## config.mk

```make
export PLATFORM = sky130hd
export DESIGN_NAME = vga_capture_rx
export DESIGN_NICKNAME = d
export VERILOG_FILES = /design/src/rtl/vga_capture_rx.sv
export SDC_FILE = /design/constraint.sdc
export NUM_CORES = 1
export LEC_CHECK = 0
export BUFFER_PORTS_ARGS = -buffer_cell sky130_fd_sc_hd__buf_2
export CORE_ASPECT_RATIO = 0.8
export CORE_UTILIZATION = 48
export DETAILED_ROUTE_END_ITERATION = 10
export GPL_TIMING_DRIVEN = 0
export PLACE_DENSITY = 0.76
export RECOVER_POWER = 100
export SLEW_MARGIN = 10
export SYNTH_ARGS = -nofsm -noshare
export SYNTH_HDL_FRONTEND = slang
export SYNTH_SLANG_ARGS = --single-unit
```

## constraint.sdc

```tcl
create_clock -name clk -period 6.3 [get_ports clk]
set_clock_uncertainty 0.15 [all_clocks]
set_input_delay 0.315 -clock clk [delete_from_list [all_inputs] [get_ports clk]]
set_output_delay 0.315 -clock clk [all_outputs]
set_load 0.005 [all_outputs]
```

## src/rtl/vga_capture_rx.sv

```systemverilog
// Receiver for the 8-bit TinyVGA pin stream: locks to the sync timing, recovers
// pixel coordinates and colour, flags timing errors and counts lit pixels per frame.
module vga_capture_rx #(
  parameter int H_ACTIVE = 640,
  parameter int H_FRONT  = 16,
  parameter int H_SYNC   = 96,
  parameter int H_BACK   = 48,
  parameter int V_ACTIVE = 480,
  parameter int V_FRONT  = 10,
  parameter int V_SYNC   = 2,
  parameter int V_BACK   = 33
) (
  input  logic        clk,
  input  logic        rst_n,
  input  logic [7:0]  vga_in,
  output logic        pix_valid,
  output logic [9:0]  pix_x,
  output logic [9:0]  pix_y,
  output logic [1:0]  pix_r,
  output logic [1:0]  pix_g,
  output logic [1:0]  pix_b,
  output logic        frame_start,
  output logic        locked,
  output logic        h_err,
  output logic        v_err,
  output logic [18:0] lit_count
);

  localparam int H_TOTAL = H_ACTIVE + H_FRONT + H_SYNC + H_BACK;
  localparam int V_TOTAL = V_ACTIVE + V_FRONT + V_SYNC + V_BACK;

  localparam logic [9:0] CNT_SAT = 10'h3ff;
  localparam logic [9:0] H_LAST  = 10'(H_TOTAL - 1);
  localparam logic [9:0] V_LAST  = 10'(V_TOTAL - 1);
  localparam logic [9:0] H_START = 10'(H_SYNC + H_BACK);
  localparam logic [9:0] H_END   = 10'(H_SYNC + H_BACK + H_ACTIVE - 1);
  localparam logic [9:0] V_START = 10'(V_SYNC + V_BACK);
  localparam logic [9:0] V_END   = 10'(V_SYNC + V_BACK + V_ACTIVE - 1);

  typedef enum logic [1:0] {
    ST_UNLOCKED = 2'd0,
    ST_ARMED    = 2'd1,
    ST_LOCKED   = 2'd2
  } state_t;

  // Stage 1: sampled pins and per-sample timing state.
  logic [7:0] s1_q;
  logic [7:0] s2_q;
  logic [9:0] hcnt_q;
  logic [9:0] hcnt_d;
  logic [9:0] vcnt_q;
  logic [9:0] vcnt_d;
  state_t     state_q;
  logic       herr_q;
  logic       verr_q;
  logic       vf_q;
  logic       was_locked_q;

  logic       hf;
  logic       vf;
  logic       herr_d;
  logic       verr_d;

  // Stage 2: output-side accumulation.
  logic [18:0] acc_q;
  logic        in_win;
  logic        valid_d;
  logic        lit_d;
  logic [1:0]  r_d;
  logic [1:0]  g_d;
  logic [1:0]  b_d;

  // A saturated counter means no reference edge has been seen yet, so it cannot be judged.
  always_comb begin
    hf     = s2_q[7] & ~s1_q[7];
    vf     = s2_q[3] & ~s1_q[3];
    herr_d = hf && (hcnt_q != CNT_SAT) && (hcnt_q != H_LAST);
    verr_d = vf && (vcnt_q != CNT_SAT) && (vcnt_q != V_LAST);

    hcnt_d = hcnt_q;
    if (hf) begin
      hcnt_d = '0;
    end else if (hcnt_q != CNT_SAT) begin
      hcnt_d = hcnt_q + 10'd1;
    end

    vcnt_d = vcnt_q;
    if (vf) begin
      vcnt_d = '0;
    end else if (hf && (vcnt_q != CNT_SAT)) begin
      vcnt_d = vcnt_q + 10'd1;
    end
  end

  always_ff @(posedge clk or negedge rst_n) begin
    if (!rst_n) begin
      s1_q         <= '0;
      s2_q         <= '0;
      hcnt_q       <= CNT_SAT;
      vcnt_q       <= CNT_SAT;
      state_q      <= ST_UNLOCKED;
      herr_q       <= 1'b0;
      verr_q       <= 1'b0;
      vf_q         <= 1'b0;
      was_locked_q <= 1'b0;
    end else begin
      s1_q         <= vga_in;
      s2_q         <= s1_q;
      hcnt_q       <= hcnt_d;
      vcnt_q       <= vcnt_d;
      herr_q       <= herr_d;
      verr_q       <= verr_d;
      vf_q         <= vf;
      was_locked_q <= (state_q == ST_LOCKED);

      // An erroring vsync edge still arms, so relock takes only one more clean frame.
      if (herr_d || verr_d) begin
        state_q <= vf ? ST_ARMED : ST_UNLOCKED;
      end else if (vf) begin
        case (state_q)
          ST_UNLOCKED: state_q <= ST_ARMED;
          ST_ARMED:    state_q <= ST_LOCKED;
          default:     state_q <= ST_LOCKED;
        endcase
      end
    end
  end

  always_comb begin
    in_win  = (hcnt_q >= H_START) && (hcnt_q <= H_END) &&
              (vcnt_q >= V_START) && (vcnt_q <= V_END);
    valid_d = (state_q == ST_LOCKED) && in_win;
    r_d     = {s2_q[0], s2_q[4]};
    g_d     = {s2_q[1], s2_q[5]};
    b_d     = {s2_q[2], s2_q[6]};
    lit_d   = valid_d && (|{r_d, g_d, b_d});
  end

  always_ff @(posedge clk or negedge rst_n) begin
    if (!rst_n) begin
      pix_valid   <= 1'b0;
      pix_x       <= '0;
      pix_y       <= '0;
      pix_r       <= '0;
      pix_g       <= '0;
      pix_b       <= '0;
      frame_start <= 1'b0;
      locked      <= 1'b0;
      h_err       <= 1'b0;
      v_err       <= 1'b0;
      lit_count   <= '0;
      acc_q       <= '0;
    end else begin
      pix_valid   <= valid_d;
      pix_x       <= valid_d ? (hcnt_q - H_START) : 10'd0;
      pix_y       <= valid_d ? (vcnt_q - V_START) : 10'd0;
      pix_r       <= valid_d ? r_d : 2'd0;
      pix_g       <= valid_d ? g_d : 2'd0;
      pix_b       <= valid_d ? b_d : 2'd0;
      frame_start <= vf_q;
      locked      <= (state_q == ST_LOCKED);
      h_err       <= herr_q;
      v_err       <= verr_q;

      // Only a frame that was fully locked and ended cleanly publishes its count.
      if (vf_q) begin
        acc_q <= '0;
        if (was_locked_q && !verr_q) begin
          lit_count <= acc_q + 19'(lit_d);
        end
      end else begin
        acc_q <= acc_q + 19'(lit_d);
      end
    end
  end

endmodule

```

# Word level (Yosys, flattened, before mapping)

Index checks and enable logic that the tools add are counted.

Output and inout port bits: 50
Register bits: 110
Word-level logic and storage cells: 71

Reductions and logical operators: 19
Multiplexer cells: 14
Bitwise operators: 4
$lt $le $gt $ge: 4
$add $sub $neg: 5
Equal/unequal tests: 5

Operators by type and width:

| cell                                                                                  | count |
|---|---|
| 10-bit two-way mux                                                                    | 6 |
| 10-bit != test (second input constant)                                                | 4 |
| 10-bit by 1-bit adder with 10-bit output (second input constant)                      | 2 |
| 10-bit <= comparator (second input constant)                                          | 2 |
| 19-bit by 1-bit adder with 19-bit output                                              | 1 |
| 19-bit two-way mux                                                                    | 1 |
| 2-bit two-way mux                                                                     | 6 |
| 1-bit logical AND                                                                     | 11 |
| 10-bit by 6-bit greater-or-equal comparator with 1-bit output (second input constant) | 1 |
| 10-bit by 8-bit greater-or-equal comparator with 1-bit output (second input constant) | 1 |
| 10-bit by 6-bit subtractor with 10-bit output (second input constant)                 | 1 |
| 10-bit by 8-bit subtractor with 10-bit output (second input constant)                 | 1 |
| 2-bit nonzero test                                                                    | 3 |
| 6-bit OR reduction                                                                    | 1 |
| 1-bit AND                                                                             | 2 |
| 2-bit == test (second input constant)                                                 | 1 |
| 2-bit zero test                                                                       | 1 |
| 1-bit inverter                                                                        | 2 |
| 2-bit AND reduction                                                                   | 1 |
| 1-bit zero test                                                                       | 1 |
| 1-bit logical OR                                                                      | 1 |
| 1-bit two-way mux                                                                     | 1 |

# Longest topological paths before layout

Gate-level depths: netlist of run 1.

Depth in word-level cells: 8
Mapped depth: 15

# Worst setup path after synthesis of run 1

No wires, ideal clock.

Path kind: register to register
Start: register hcnt_q[7]
End: register lit_count[18]
Period minus slack after synthesis: 3.254 ns
Data arrival time: 2.973 ns
Library setup time: 0.131 ns
Path slack: 3.046 ns
Stages on the path, launching flop included: 15
Path buffers: 2
Cells stage by stage: dfstp_2 > clkbuf_1 > or4bb_1 > nor2_1 > o2111ai_1 > or2_1 > buf_6 > a21oi_1 > ha_1 > ha_1 > nand3_1 > nor2_1 > nand4_1 > xor2_1 > o21ai_0

Word-level cells in the longest chain between the ends: 7

Ends and longest elaborated chain:

| element                                                                                                      | RTL line | text |
|---|---|---|
| start: declaration                                                                                           | 49       | `logic [9:0] hcnt_q;` |
| start signal: assignment                                                                                     | 109      | `hcnt_q <= hcnt_d;` |
| 10-bit by 8-bit greater-or-equal comparator with 1-bit output / 10-bit <= comparator (equally long branches) | 130      | `in_win = (hcnt_q >= H_START) && (hcnt_q <= H_END) &&` |
| 1-bit logical AND * (2 in a row)                                                                             | 130      |  |
| 1-bit logical AND *                                                                                          | 131      | `(vcnt_q >= V_START) && (vcnt_q <= V_END);` |
| 1-bit logical AND *                                                                                          | 132      | `valid_d = (state_q == ST_LOCKED) && in_win;` |
| 1-bit logical AND *                                                                                          | 136      | `lit_d = valid_d && (\|{r_d, g_d, b_d});` |
| 19-bit by 1-bit adder with 19-bit output *                                                                   | 169      | `lit_count <= acc_q + 19'(lit_d);` |
| end signal: assignment                                                                                       | 169      |  |
| end: declaration                                                                                             | 26       | `output logic [18:0] lit_count` |

Every way passes the cells marked *; elsewhere a longest branch is shown, timed or not.
A chain may end at the register's enable or synchronous reset.

# Worst setup path after layout of run 1

Start: register hcnt_q[7]
End: register lit_count[16]

Same word-level chain as after synthesis.

==> impl_metrics.tcl, run 1 <==
set metrics [dict create \
    cp.arrival_ns 4.00 \
    design.core.area_um2 9110 \
    ioPinCount 60 \
    ff2ff_setup_slack_ns 2.37 \
    synth_area_leaders "dfrtp_1, dfstp_2, nor2_1, xnor2_1, xor2_1" \
    first_iter_violations 186 \
    die_w_um 111 \
    grt_pass1_vias 3061 \
    fmax_ghz 0.255 \
    reg2reg_depth 14 \
    diodes 0 \
    final_util_pct 58.5 \
    cts_tree "built" \
    r2r_start "hcnt_q[7]" \
    cap_violations 0 \
    hold_depth 0 \
    grt_pass1_wl_um 14400 \
    period_share_pct 62.3 \
    tightest_slew_ns 1.19 \
    synth_edf_count 0 \
    ys_ff_latch 110 \
    syn_area_um2 4540 \
    synth_compound_area_share_pct 6.86 \
    syn_nets 430 \
    status "completed" \
    synthToLayoutAreaGrowth_pct 17.4 \
    final_cell_mix "dfrtp_1, nor2_1, clkbuf_1, buf_2, nand2_1" \
    crit_path_end_kind "flop" \
    clockBufferDepth 2 \
    wl_um 8620 \
    ys.flop_type "dfrtp_1" \
    ys_warn_count 0 \
    portBuffers 59 \
    worst_setup_path_start_kind "flop" \
    die_y_um 89.0 \
    rsz0062_at_grt "false" \
    drtAntennaViolNets 0 \
    hold_class "reg -> reg" \
    cts_max_level 3 \
    placed_cells 584 \
    totalPowerFinal_mw 1.38 \
    nFillCells 747 \
    synthDistinctLibCells 48 \
    path_class "reg -> reg" \
    synthSimpleGateAreaFrac_pct 18.1 \
    cts_setup_buffers 0 \
    slew_headroom_pct 21.0 \
    path_clk_slew_ns 0.07 \
    synth_area_per_cell_um2 11.1 \
    drc 0 \
    route.vias.total 3101 \
    synth-seq-area-share_pct 61.2 \
    synthXorXnorAreaFrac_pct 6.95 \
    yosysTopAreaCell "dfrtp_1" \
    reg2reg_to "lit_count[16]" \
    grt_overflow 0 \
    irDropWorstVdd_uv 130 \
    netlist.area_leader.share_pct 49.6 \
    synth_cells 409 \
    period_needed_ns 3.93 \
    grt_start_max_net_pins 91 \
    crit_required_ns 6.37 \
    dp_hpwl_um 5870 \
    start_util_pct 49.8 \
    insertion_delay_ns 0.34 \
    finalNonFillerCells 609 \
    clock_tree.root_cell "clkbuf_16" \
    async_flop_share_pct 100 \
    die_area_um2 9850 \
    rows 31 \
    synth_fa_ha_area_share_pct 3.03 \
    setup_violations 0 \
    gp_congestion 0.854 \
    p_leak_nw 2.51 \
    antenna_found_initial 0 \
    cts_sinks 110 \
    final_common_cell "dfrtp_1" \
    fin_nets 510 \
    vias_per_cell 5.09 \
    final_max_slew_viol_count 0 \
    synthMuxAreaShare_pct 0.717 \
    synth_top_family_by_area "simple AND/OR/NAND/NOR gates" \
    grtUsageTotal_pct 18.5 \
    hp-start "s1_q[1]" \
    hold_viol 0 \
    tns_ns 0 \
    holdPathEnd "s2_q[1]" \
    dr.pass1.iters 4 \
    numCtsBuffers 9 \
    critPathMaxFanout 10 \
    wl_per_cell_um 14.2 \
    timing.hold.ws_ns 0.198 \
    pwr_density_cell_nw_per_um2 259 \
    drive_gt1_share_pct 14.8 \
]
## per-stage QoR
stage                     instance area, um^2  setup WS (ns)
final                                    5330           2.37
after global routing                     5330           2.01
after CTS                                5380           2.54
after detailed placement                 5010           2.55
after global placement                   4980           2.58
after floorplan                          4540           3.05
## kinds of logic (layout without fill, tap and decap cells)
| logic type | Yosys count | after routing |
|---|---|---|
| compound gates | 49 | 49 |
| xor+xnor | 36 | 36 |
| fa+ha+maj | 11 | 11 |
| buf+inv | 32 | 117 |
| flops | 110 | 110 |
| mux | 3 | 3 |
| simple gates | 168 | 168 |
## sequential cells by signal, summed over array words and instances, names as in the netlist
register / flops
vf_q: 1
state_q: 2
s2_q: 8
locked: 1
v_err: 1
pix_r: 2
pix_g: 2
pix_valid: 1
s1_q: 8
verr_q: 1
vcnt_q: 10
lit_count: 19
frame_start: 1
pix_y: 10
herr_q: 1
pix_x: 10
pix_b: 2
h_err: 1
hcnt_q: 10
acc_q: 19
## layer usage
metal  share of wire (%)  GRT usage (%)  vias up
li1                    -              -     1535
met1                  47           25.2     1479
met2                  48           29.7       80
met3                 4.5           4.88        7
met4                0.60           5.70        0
met5                   0              0        -
## power by group
part           leakage (nW)  switching [mW]  internal [mW]
combinational         0.953          0.0520         0.0328
clock                 0.137           0.259          0.275
sequential             1.42          0.0244          0.736
total                  2.51           0.336           1.04
## area by class of cell
type	instances	area [um^2]	share of cell area, %
buffer	22	90.1	1.69
clock buffer	10	229	4.30
clock inverter	6	52.6	0.986
inverter	10	37.5	0.704
multi-input combinational	267	1620	30.4
sequential	110	2780	52.1
tap	115	144	2.70
timing repair buffer	69	380	7.14
## cell usage after synthesis, types with 2 or more instances
cell type	instances
or3_1	2
and2_1	10
mux2_2	2
nand2b_1	4
nor2_1	60
dfrtp_1	90
nand4_1	9
a21oi_1	10
xor2_1	18
buf_6	3
o21ai_0	21
dfstp_2	20
nand3_1	15
nor2b_1	6
clkbuf_1	18
ha_1	11
and3_1	6
nor4_1	3
xnor2_1	18
nor3_1	9
and4_1	4
inv_1	9
a31oi_1	2
a21o_1	2
nand2_1	32
a41oi_1	3
## worst max path at each step
| stage | slack [ns] | to | startpoint | cells past startpoint |
|---|---|---|---|---|
| floorplan | 3.05 | lit_count[18] | hcnt_q[7] | 14 |
| global placement | 2.58 | lit_count[18] | hcnt_q[7] | 14 |
| detailed placement | 2.55 | lit_count[16] | hcnt_q[7] | 14 |
| CTS | 2.54 | lit_count[16] | hcnt_q[7] | 14 |
| global route | 2.01 | lit_count[16] | vcnt_q[0] | 15 |
| finish | 2.37 | lit_count[16] | hcnt_q[7] | 14 |
## worst max-delay path, stage by stage, from the launching register on
cell and delay [ns]:
dfstp_2 0.51, clkbuf_1 0.34, or4bb_1 0.43, nor2_1 0.12, o2111ai_1 0.15, or2_1 0.23, clkbuf_1 0.23, a21oi_1 0.19
ha_1 0.21, ha_1 0.20, nand3_1 0.14, nor2_1 0.36, nand4_1 0.16, xor2_1 0.25, o21ai_0 0.13
## timing repair
| action | CTS | global route |
|---|---|---|
| endpoints found under the hold margin | 28 | 0 |
| endpoints found under the setup margin | 0 | 0 |
| hold buffers | 9 | 0 |
| gates resized for setup | 0 | 0 |
Power figures use the tool's default switching activity.
==> run 2, diff against run 1 <==
--- a/config.mk
+++ b/config.mk
@@ -10,7 +10,7 @@
 export CORE_UTILIZATION = 48
 export DETAILED_ROUTE_END_ITERATION = 10
 export GPL_TIMING_DRIVEN = 0
-export PLACE_DENSITY = 0.76
+export PLACE_DENSITY = 0.79
 export RECOVER_POWER = 100
 export SLEW_MARGIN = 10
 export SYNTH_ARGS = -nofsm -noshare
==> constraint.sdc (replaced) <==
create_clock -name clk -period 3.6 [get_ports clk]
set_clock_uncertainty 0.15 [all_clocks]
set_input_delay 0.18 -clock clk [delete_from_list [all_inputs] [get_ports clk]]
set_output_delay 0.18 -clock clk [all_outputs]
set_load 0.005 [all_outputs]
==> impl_metrics.tcl, run 2 (synthesis results as in run 1) <==
set metrics [dict create \
    status "finished, violations left" \
    failed_checks "capacitance limit, slew limit" \
    wl_um 9590 \
    grtUsageMet3_pct 4.95 \
    vias_per_cell 5.37 \
    fin_nets 508 \
    start_util_pct 49.8 \
    clockBufferDepth 2 \
    crit_family "simple AND/OR/NAND/NOR gates" \
    final_max_slew_viol_count 35 \
    final_common_cell "dfrtp_1" \
    gp_congestion 0.875 \
    place_ws_ns -0.242 \
    crit_path_end_kind "flop" \
    clockPowerShare_pct 40.3 \
    max_stage_delay_ns 0.57 \
    critPathBufInv 1 \
    switching_power_mw 0.591 \
    slew_headroom_pct -14.8 \
    grt_pass1_wl_um 15400 \
    cpMostUsedCell "ha_2" \
    die_area_um2 9850 \
    design.core.area_um2 9110 \
    switching_share_pct 23.8 \
    grt_start_max_net_pins 78 \
    route.vias.total 3257 \
    cts_tree "built" \
    insertion_delay_ns 0.34 \
    tightest_slew_ns 1.72 \
    crit_path_start "hcnt_q[0]" \
    first_iter_violations 221 \
    clock_tree.root_cell "clkbuf_16" \
    cts_sinks 110 \
    irDropWorstVdd_uv 271 \
    hold_class "reg -> reg" \
    worstPathCellList "ha_2 > a41oi_1 > o311ai_1 > o2111ai_1 > or2_1 > buf_6 > a21oi_1 > ha_2 > nand4_1 > nor2_4 > nand3_1 > xor2_2 > o21ai_0" \
    grtUsageTotal_pct 19.8 \
    wl_per_cell_um 15.8 \
    drtAntennaViolNets 0 \
    crit_slowest_cell "dfstp_2" \
    use_met1_pct 26.2 \
    p_leak_nw 2.51 \
    drc 0 \
    nFillCells 754 \
    r2r_start "hcnt_q[0]" \
    pwr_density_cell_nw_per_um2 460 \
    placed_cells 584 \
    antenna_found_initial 1 \
    grt_overflow 0 \
    p_seq_share_pct 53.6 \
    setup_violations 0 \
    timing.hold.ws_ns 0.200 \
    largestRegisters "acc_q: 19 flops, lit_count: 19 flops" \
    synthToLayoutAreaGrowth_pct 19.1 \
    ioPinCount 60 \
    cap_violations 1 \
    hold_viol 0 \
    die_w_um 111 \
    path_clk_slew_ns 0.08 \
    hp-start "s1_q[2]" \
    drive_gt1_share_pct 17.3 \
    fmax_ghz 0.288 \
    critPathMaxFanout 9 \
    grt_use_met2_pct 33.2 \
    cts_max_level 3 \
    period_needed_ns 3.47 \
    comb_power_share_pct 6.1 \
    dr.pass1.iters 4 \
    top_usage_layer "met2" \
    layout_setup_ws_ns 0.127 \
    final_cell_mix "dfrtp_1, nor2_1, clkbuf_1, buf_2, nand2_1" \
    period_share_pct 96.5 \
    grt_pass1_vias 3221 \
    dp_hpwl_um 6160 \
    die_y_um 89.0 \
    internal_power_mw 1.89 \
    crit_required_ns 3.66 \
    cp.arrival_ns 3.54 \
    finalNonFillerCells 607 \
    path_class "reg -> reg" \
    worst_setup_path_start_kind "flop" \
    portBuffers 59 \
    numCtsBuffers 9 \
    rows 31 \
]
==> run 2: worst paths after layout <==
check                      cells after the start  slack, ns       endpoint
max                                           13       0.13  lit_count[17]
min                                            0       0.20        s2_q[2]
max reg2reg                                   13       0.13  lit_count[17]
min reg2reg                                    0       0.20        s2_q[2]
max in group asynchronous                      3       0.68         verr_q
min in group asynchronous                      2       0.70        s2_q[0]
==> run 2: timing repair <==
action                     CTS  global route
setup endpoints to repair   20            20
pin swaps                    0             6
hold buffers                 9             0
resized for setup            4            13
buffers inserted             0             1
hold endpoints to repair   104             0
==> run 2: cell type report <==
class	instances	area, um^2	share of cell area, %
multi-input cells	267	1690	31.2
diodes	1	2.50	0.0463
inverters	10	37.5	0.694
repair buffers	70	368	6.80
flip-flops and latches	110	2780	51.4
clock inverters	6	76.3	1.41
plain buffers	19	86.3	1.60
clock buffers	9	225	4.17
well taps	115	144	2.66
==> run 2: metal layers <==
metal  routed length [um]  share of wire, %  vias to the layer above
met2                 4820                50                       85
met1                 4230                44                     1630
met3                  429               4.5                       10
met5                    0                 0                        -
met4                  114               1.2                        0
li1                     -                 -                     1532
==> run 2: power groups by stage <==
stage	sequential, mW	combinational [mW]	clock (mW)
floorplan	1.34	0.0840	0
global placement	1.35	0.134	0
CTS	1.33	0.155	1.02
global route	1.34	0.174	1.07
detailed placement	1.35	0.146	0
finish	1.33	0.152	1.00
==> run 2: per-stage QoR <==
| step | setup TNS, ns | utilization, % | cell area, um^2 | total power, mW |
|---|---|---|---|---|
| 5_1_grt | -0.154 | 59.3 | 5410 | 2.59 |
| 2_1_floorplan | 0 | - | 4540 | 1.43 |
| 6_report | 0 | 59.3 | 5410 | 2.49 |
| 3_3_place_gp | -0.456 | 54.6 | 4980 | 1.49 |
| 4_1_cts | 0 | 59.4 | 5420 | 2.51 |
| 3_5_place_dp | -2.16 | 55.0 | 5010 | 1.50 |
==> run 3, diff against run 2 <==
--- a/config.mk
+++ b/config.mk
@@ -8,7 +8,9 @@
 export BUFFER_PORTS_ARGS = -buffer_cell sky130_fd_sc_hd__buf_2
 export CORE_ASPECT_RATIO = 0.8
 export CORE_UTILIZATION = 48
+export CTS_BUF_LIST = sky130_fd_sc_hd__clkbuf_8
 export DETAILED_ROUTE_END_ITERATION = 10
+export GPL_ROUTABILITY_DRIVEN = 1
 export GPL_TIMING_DRIVEN = 0
 export PLACE_DENSITY = 0.79
 export RECOVER_POWER = 100
==> impl_metrics.tcl, run 3 (synthesis results as in run 1) <==
set metrics [dict create \
    status "finished, violations left" \
    failed_checks "capacitance limit, slew limit" \
    cts_tree "built" \
    final_util_pct 58.7 \
    portBuffers 59 \
    crit_path_end_kind "flop" \
    wl_um 9180 \
    dr.pass1.iters 4 \
    cts_sinks 110 \
    cp-endpoint "lit_count[14]" \
    dp_hpwl_um 6160 \
    cap_violations 1 \
    grt_overflow 0 \
    drtAntennaViolNets 0 \
    critPathMaxFanout 9 \
    cts_max_level 3 \
    vias_per_cell 5.31 \
    worst_setup_path_start_kind "flop" \
    grt_start_max_net_pins 78 \
    drc 0 \
    start_util_pct 49.8 \
    antenna_found_initial 0 \
    tns_ns 0 \
    synthToLayoutAreaGrowth_pct 17.9 \
    hold_class "reg -> reg" \
    grtUsageTotal_pct 19.9 \
    internal_power_mw 1.68 \
    path_class "reg -> reg" \
    die_y_um 89.0 \
    clockBufferDepth 2 \
    pwr_density_cell_nw_per_um2 419 \
    cp.arrival_ns 3.57 \
    final_max_slew_viol_count 35 \
    ioPinCount 60 \
    crit_required_ns 3.73 \
    slew_headroom_pct -14.2 \
    comb_power_share_pct 6.9 \
    rows 31 \
    r2r_start "hcnt_q[0]" \
    place_ws_ns -0.242 \
    clock_tree.root_cell "clkbuf_8" \
    final_common_cell "dfrtp_1" \
    die_w_um 111 \
    final_cell_mix "dfrtp_1, nor2_1, clkbuf_1, buf_2, nand2_1" \
    crit_path_start "hcnt_q[0]" \
    grt_pass1_wl_um 15400 \
    largestRegisters "acc_q: 19 flops, lit_count: 19 flops" \
    p_seq_share_pct 59.6 \
    clockPowerShare_pct 33.5 \
    grt_use_met2_pct 33.4 \
    grtUsageMet3_pct 5.36 \
    diodes 0 \
    first_iter_violations 267 \
    die_area_um2 9850 \
    use_met1_pct 26.1 \
    top_usage_layer "met2" \
    path_clk_slew_ns 0.10 \
    drive_gt1_share_pct 18.4 \
    switching_share_pct 25.0 \
    period_needed_ns 3.43 \
    insertion_delay_ns 0.36 \
    numCtsBuffers 9 \
    reg2reg_to "lit_count[14]" \
    p_leak_nw 2.48 \
    hold_viol 0 \
    irDropWorstVdd_uv 233 \
    setup_violations 0 \
    switching_power_mw 0.561 \
    layout_setup_ws_ns 0.168 \
    route.vias.total 3234 \
    fin_nets 511 \
    ff2ff_setup_slack_ns 0.17 \
    gp_congestion 0.875 \
    grt_pass1_vias 3189 \
    tightest_slew_ns 1.71 \
    fmax_ghz 0.291 \
    timing.hold.ws_ns 0.200 \
    wl_per_cell_um 15.1 \
    period_share_pct 95.3 \
    design.core.area_um2 9110 \
    reg2reg_depth 15 \
]
==> run 3: worst max-delay path, stage by stage (launching register included) <==
cell and delay, ns:
dfstp_2 0.60, ha_4 0.17, a41oi_1 0.13, o311ai_1 0.34, o2111ai_1 0.19, or2_1 0.27, buf_6 0.15, a21oi_2 0.11
ha_2 0.23, ha_4 0.16, nand3_4 0.09, nor2_4 0.20, buf_4 0.14, nand2_1 0.07, xor2_2 0.16, o21ai_0 0.17
==> run 3: through the flow <==
step                std cells  cell area (um^2)  total power, mW
floorplan                 409              4540             1.43
global placement          583              4980             1.49
detailed placement        584              5010             1.50
CTS                       607              5310             2.26
global route              609              5350             2.35
finish                    609              5350             2.24
==> run 3: power groups by stage <==
stage | sequential, mW | combinational [mW] | clock, mW
6_report | 1.33 | 0.155 | 0.750
5_1_grt | 1.34 | 0.178 | 0.827
4_1_cts | 1.33 | 0.155 | 0.777
3_5_place_dp | 1.35 | 0.146 | 0
3_3_place_gp | 1.35 | 0.134 | 0
2_1_floorplan | 1.34 | 0.0840 | 0
==> run 3: layout make-up <==
type	instances	area, um^2
Tap cell	115	144
Fill cell	753	3760
Inverter	10	37.5
Clock buffer	9	124
Buffer	20	90.1
Sequential cell	110	2780
Clock inverter	6	76.3
Timing Repair Buffer	72	383
Multi-Input combinational cell	267	1720
==> run 3: timing repair <==
| action | CTS | global route |
|---|---|---|
| setup buffers | 0 | 3 |
| setup endpoints to repair | 21 | 24 |
| pin swaps | 0 | 10 |
| endpoints found under the hold margin | 104 | 0 |
| resized for setup | 4 | 17 |
| hold buffers | 9 | 0 |
==> run 3: worst min path at each step <==
stage | from | end | slack, ns | cells past startpoint
floorplan | rst_n | acc_q[0] | -0.27 | 0
global placement | vga_in[7] | s1_q[7] | 0.14 | 1
detailed placement | rst_n | pix_g[1] | -0.06 | 1
CTS | rst_n | pix_g[1] | 0.11 | 2
global route | s1_q[1] | s2_q[1] | 0.21 | 0
finish | s1_q[5] | s2_q[5] | 0.20 | 0
==> run 3: routing by layer <==
metal / vias to the layer above / wire [um]
li1: 1530 / -
met3: 12 / 426
met2: 90 / 4510
met5: - / 0
met4: 0 / 78
met1: 1602 / 4170
